[src/rtl/irq_request_latch.sv]
// Interrupt request latch: captures request edges or levels into a pending vector
// and offers one masked line at a time, highest index first, held until acknowledged.
module irq_request_latch #(
   parameter int unsigned EDGE_MODE = 1
) (
   input  logic       clk,
   input  logic       rst,
   input  logic       en,
   input  logic [7:0] req,
   input  logic [7:0] mask,
   input  logic       ack,
   output logic [7:0] d,
   output logic       valid,
   output logic [2:0] q,
   output logic       drop
);

   typedef enum logic {
      IDLE  = 1'b0,
      OFFER = 1'b1
   } state_e;

   state_e     state_q, state_d;
   logic [7:0] pending_q, pending_d;
   logic [7:0] prev_req_q;
   logic [7:0] d_q, d_d;
   logic       valid_q, valid_d;
   logic [2:0] q_q, q_d;
   logic       drop_q, drop_d;

   logic [7:0] hit;
   logic [7:0] offer_vec;
   logic [2:0] top_idx;

   // NOTE: every variable gets a default before any branch so no latch is inferred,
   // and combinational logic uses blocking assignments only.
   always_comb begin
      hit       = (EDGE_MODE != 0) ? (req & ~prev_req_q) : req;
      offer_vec = pending_q & mask;

      top_idx = 3'd0;
      for (int i = 0; i < 8; i++) begin
         if (offer_vec[i]) top_idx = 3'(i);
      end

      // Ack clears first so a simultaneous capture on the same line wins.
      pending_d = pending_q;
      if (state_q == OFFER && ack) pending_d[q_q] = 1'b0;
      if (en) pending_d = pending_d | hit;

      drop_d = (EDGE_MODE != 0) && en && (|(hit & pending_q));
      d_d    = offer_vec;

      state_d = state_q;
      valid_d = valid_q;
      q_d     = q_q;
      case (state_q)
         IDLE: begin
            if (en && (|offer_vec)) begin
               q_d     = top_idx;
               valid_d = 1'b1;
               state_d = OFFER;
            end else begin
               valid_d = 1'b0;
            end
         end
         OFFER: begin
            if (ack) begin
               valid_d = 1'b0;
               state_d = IDLE;
            end
         end
         default: begin
            valid_d = 1'b0;
            state_d = IDLE;
         end
      endcase
   end

   // NOTE: sequential state is updated with non-blocking assignments only.
   always_ff @(posedge clk) begin
      prev_req_q <= req;
      if (rst) begin
         state_q   <= IDLE;
         pending_q <= 8'h00;
         d_q       <= 8'h00;
         valid_q   <= 1'b0;
         q_q       <= 3'b000;
         drop_q    <= 1'b0;
      end else begin
         state_q   <= state_d;
         pending_q <= pending_d;
         d_q       <= d_d;
         valid_q   <= valid_d;
         q_q       <= q_d;
         drop_q    <= drop_d;
      end
   end

   assign d     = d_q;
   assign valid = valid_q;
   assign q     = q_q;
   assign drop  = drop_q;

endmodule

[config.mk]
export PLATFORM = sky130hd
export DESIGN_NAME = irq_request_latch
export DESIGN_NICKNAME = d
export VERILOG_FILES = /design/src/rtl/irq_request_latch.sv
export SDC_FILE = /design/constraint.sdc
export NUM_CORES = 1
export LEC_CHECK = 0
export ABC_AREA = 1
export BUFFER_PORTS_ARGS = -buffer_cell sky130_fd_sc_hd__buf_4
export CAP_MARGIN = 20
export CORE_ASPECT_RATIO = 0.8
export CORE_MARGIN = 2
export CORE_UTILIZATION = 53
export CTS_BUF_LIST = sky130_fd_sc_hd__clkbuf_4 sky130_fd_sc_hd__clkbuf_8
export DETAILED_ROUTE_END_ITERATION = 10
export PLACE_DENSITY = 0.93
export SETUP_SLACK_MARGIN = 0.1
export SLEW_MARGIN = 20
export SYNTH_ARGS = -nofsm -noshare
export SYNTH_HDL_FRONTEND = slang
export SYNTH_SLANG_ARGS = --single-unit
[constraint.sdc]
create_clock -name clk -period 2 [get_ports clk]
set_clock_uncertainty 0.15 [all_clocks]
set_input_delay 0.2 -clock clk [delete_from_list [all_inputs] [get_ports clk]]
set_output_delay 0.2 -clock clk [all_outputs]
set_load 0.03 [all_outputs]
Yosys cells after proc, flatten, opt, wreduce, memory -nomap -nowiden
Index checks and enable logic that the tools add are counted.

Register bits after elaboration: 30. Logic and storage cells: 41. Bits of input ports: 20.

Order comparisons: 2. Bitwise logic cells: 8. Reductions and logical operators: 7. Equality and inequality tests: 1. Muxes and demuxes: 16.

Operator list (number): $and 8x8->8 (4); $mux 8 (2); $not 8->8 (2); $reduce_or 8->1 (2); $mux 3 (5); $or 8x8->8 (1); $mux 1 (5); $logic_and 1x1->1 (4); $lt 3x4->1 const B (1); $pmux 1 s2 (2); $demux 1 s3 (1); $ge 3x1->1 const B (1); $mux 2 (1); $ne 2x2->1 const B (1); $reduce_and 2->1 (1); $not 1->1 (1).

Logic depth before layout (Yosys ltp)
Depth after elaboration: 9. Depth in mapped cells: 8.

Least setup slack after synthesis
Ideal clock, no wire load.

Path kind: register to register. Start: register q_q[2] (netlist: q[2]). End: register pending_q[6]. Buffers on the path: 0. Path slack: 749 ps. Library setup time: 126 ps. Cell stages (with the launch flop): 4. Arrival time: 975 ps. Path through: dfxtp_1 -> nand2_1 -> o31ai_1 -> o22ai_1.

Cells in the longest elaborated chain, start to end: 9. Elaborated cells on any way between the ends: 10. Classes of those cells: order compare (2); mux (4); bitwise (3); reduce/logical (1).

RTL lines: start, declared (line 28) `logic [2:0] q_q, q_d;`; start signal, assigned (line 95) `q_q <= q_d;`; $lt 3x4->1 (not written as such) or $ge 3x1->1 (tied branches) (line 48) `if (state_q == OFFER && ack) pending_d[q_q] = 1'b0;`; $logic_and 1x1->1 (not written as such) (line 48); $mux 1 (not written as such) (line 48); $demux 1 s3 (*) (line 48); $not 8->8 (no line) (*); $and 8x8->8 (no line) (*); $mux 8 (*) (line 48); $or 8x8->8 (line 49) `if (en) pending_d = pending_d | hit;`; $mux 8 (*) (line 49); end signal, assigned (line 92) `pending_q <= pending_d;`; end, declared (line 24) `logic [7:0] pending_q, pending_d;`.

Every way passes the cells marked *; elsewhere a longest branch is shown, timed or not. A chain may end at the register's enable or synchronous reset.

Final worst setup path
Start: input port mask[3]. End: register q_q[1] (netlist: q[1]).

Cells in the longest elaborated chain, start to end: 6. Elaborated cells on any way between the ends: 9. Classes of those cells: mux (5); bitwise (1); reduce/logical (3).

RTL lines: start, declared (line 10) `input logic [7:0] mask,`; $and 8x8->8 (*) (line 39) `offer_vec = pending_q & mask;`; $mux 3 (5 in a row) (line 43) `if (offer_vec[i]) top_idx = 3'(i);`.

Marks and branches as above.

==> summary.md <==
| Metric | Value |
|---|---|
| Hold path depth | 4 |
| Period utilization | 77.9% |
| Peak Freq | 0.642 GHz |
| Clk_lat worst skew | 330 ps |
| Core area | 1940 um2 |
| Largest net degree at the start of global routing | 17 |
| Synth Area in Simple Gates | 29.1% |
| Worst setup EP type | register |
| Leak pwr | 0.781 nW |
| RSZ-0062 raised after global routing | no |
| Worst setup path class | in -> reg |
| TNS Setup | 0 ps |
| Fin nets | 215 |
| Number of port buffers | 32 |
| Endpoints failing setup | 0 |
| Iteration-0 DRC count of the detailed router | 53 |
| Worst Path Buf+Inv | 2 |
| CP max FO | 6 |
| Area delta synth->final | 40.4% |
| Synth Instances | 145 |
| Synth Register Bits | 30 |
| Post-CTS Hold Buffers | 13 |
| R2R depth | 8 |
| Initial Utilization | 57.9% |
| Drc violations | 0 |
| Critical path startpoint category | primary input |
| Synth top area share | 53.4% |
| Vias in the first global route | 1102 |
| Sw Share | 27.4% |
| # resized after CTS | 0 |
| # rows | 14 |
| Worst R2R End | q[1] |
| Min-Delay Endpoint | state_q |
| Final wirelength | 3040 um |
| Die width | 55.5 um |
| Diode count | 0 |
| Power after layout | 1.24 mW |
| Grt total ovfl | 0 |
| Hold Vio Cnt, Final | 0 |
| Vias | 1170 |
| Fin crit period | 1560 ps |
| Max incr delay on CP | 570 ps |
| Reg2reg start | pending_q[7] |
| Most common cell on crit path | nand2_2 |
| H-Tree Depth | 2 |
| Die height | 45.2 um |
| Comb pwr share | 16.1% |
| Unique masters post-synth | 17 |
| Syn Nets | 165 |
| Synthesis warning total | 0 |
| Status | complete, no violations |
| Relative slew slack | 82.5% |
| Antenna violations before repair | 0 |
| Flop pwr share | 52.6% |
| Max Slew Vio Count | 0 |
| Main combinational cell family by area after synthesis | simple AND/OR/NAND/NOR gates |
| Max-cap violations | 0 |
| CTS Buffer Depth | 2 |
| Full die area | 2510 um2 |
| Worst EP arrival | 1630 ps |
| Clock share of power | 31.3% |
| Drt pass-1 iters | 4 |
| # IOs | 33 |
| R2r setup slk | 610 ps |
| Routed Antenna Nets | 0 |
| CP Cell Sequence | dlygate4sd3_1 > buf_4 > nand2_2 > nand2_2 > nor2_1 > nand2_2 > nand2_2 > nand2_1 > nand2_1 > nor2_1 |
| Routability cong. | 0.893 |
| Hold path startpoint | ack |
| XOR/XNOR Fraction of Synth Area | 0% |
| WL/cell | 13.8 um |
| HP Class | in -> reg |
| Synth Area in Compound Gates | 10.6% |
| Clock transition at path regs | 90 ps |
| Post-synthesis mux area share | 0% |
| Post-DP HPWL | 1940 um |
| Critical path depth in cells | 10 |
| Crit path max-delay cell type | dlygate4sd3_1 |
| Max VDD drop | 665 uV |
| CP Data Required Time | 2070 ps |
| Syn_area_per_cell | 7.76 um2 |
| TritonCTS buffer count | 5 |
| Top delay family on crit path | simple AND/OR/NAND/NOR gates |
| Tightest Pin Transition | 260 ps |
| Pwr Density | 785 nW/um2 |
| Clk Tree Root Cell | clkbuf_4 |
| Number of clock sinks | 30 |
| Int Power | 900 uW |
| Share of post-route cells with drive strength above 1 | 28.1% |
| Psw | 340 uW |
| Global-route wire length before repair | 5040 um |
| Post-CTS setup buffers | 0 |
| Post-Synth Adder-Cell Area | 0% |
| Post-synthesis sequential area ratio | 53.4% |
| Most area-consuming cells after synthesis | dfxtp_1, nand2_1, nor2_1 |
| Synth area leader | dfxtp_1 |
| Drt via density | 5.32 |
| GRT Total Usage | 27.6% |
| CTS tree | yes |
| Syn Std Cell Area | 1120 um2 |
==> state kept, by name, summed over array words and instances (netlist names) <==
register	cells
valid	1
q	3
prev_req_q	8
drop	1
d	8
pending_q	8
state_q	1
==> logic make-up (layout without fill, tap and decap cells) <==
| kind of cell | after synthesis | count (layout) |
|---|---|---|
| compound gates | 20 | 20 |
| buf+inv | 20 | 71 |
| flops | 30 | 30 |
| simple gates | 75 | 75 |
==> final cells by class <==
cell class                      count  area (um2)
Clock buffer                        7        58.8
Tap cell                           24        30.0
Multi-Input combinational cell     95         447
Inverter                           18        67.6
Sequential cell                    30         601
Clock inverter                      1        5.00
Fill cell                         114         365
Timing Repair Buffer               45         370
==> stage by stage <==
stage	setup WS, ps	instances	utilization, %	hold slack, ps	area, um2
CTS	563	220	81.2	1.59	1580
finish	441	220	81.2	6.31	1580
global route	356	220	81.2	7.91	1580
global placement	815	199	71.2	164	1390
detailed placement	734	199	71.2	166	1390
floorplan	749	145	-	77.7	1120
==> how the worst max path moves through the flow <==
stage / startpoint / to / slack [ps]
after floorplan: q[2] / pending_q[6] / 750
final: mask[3] / q[1] / 440
after global placement: pending_q[7] / q[1] / 820
after CTS: mask[4] / q[1] / 560
after global routing: mask[1] / q[1] / 360
after detailed placement: pending_q[7] / q[0] / 730
==> worst min-delay path: stages <==
cell and delay, ps:
buf_4 90, inv_1 40, nand2_1 50, a21oi_1 60
==> power by group through the flow <==
stage | registers (mW) | clock network [mW] | logic (mW)
finish | 0.652 | 0.388 | 0.200
global route | 0.655 | 0.418 | 0.217
CTS | 0.651 | 0.386 | 0.191
detailed placement | 0.665 | 0 | 0.170
global placement | 0.664 | 0 | 0.164
floorplan | 0.683 | 0 | 0.0801
==> synth_stat cells (all sizes together) <==
cell type  instances
nand2             42
dfxtp             30
nor2              20
inv               18
nand3             13
o21ai              7
a21oi              5
o22ai              5
o31ai              2
a31o               1
buf                1
clkbuf             1
==> layout by cell type, fill, tap and decap left out, drive strengths merged <==
master,instances
a21oi,5
a31o,1
buf,32
clkbuf,7
clkinv,1
dfxtp,30
dlygate4sd3,13
inv,18
nand2,42
nand3,13
nor2,20
o21ai,7
o22ai,5
o31ai,2
==> per-layer routing <==
| metal | GRT usage, % | vias to the layer above | part of all wire (%) | wire (um) |
|---|---|---|---|---|
| li1 | - | 562 | - | - |
| met1 | 31.7 | 519 | 41 | 1260 |
| met2 | 47.9 | 76 | 48 | 1450 |
| met3 | 7.45 | 13 | 8.1 | 246 |
| met4 | 16.1 | 0 | 3.0 | 91 |
| met5 | 0 | - | 0 | 0 |
Note: power is estimated with default switching activity, not from simulation.
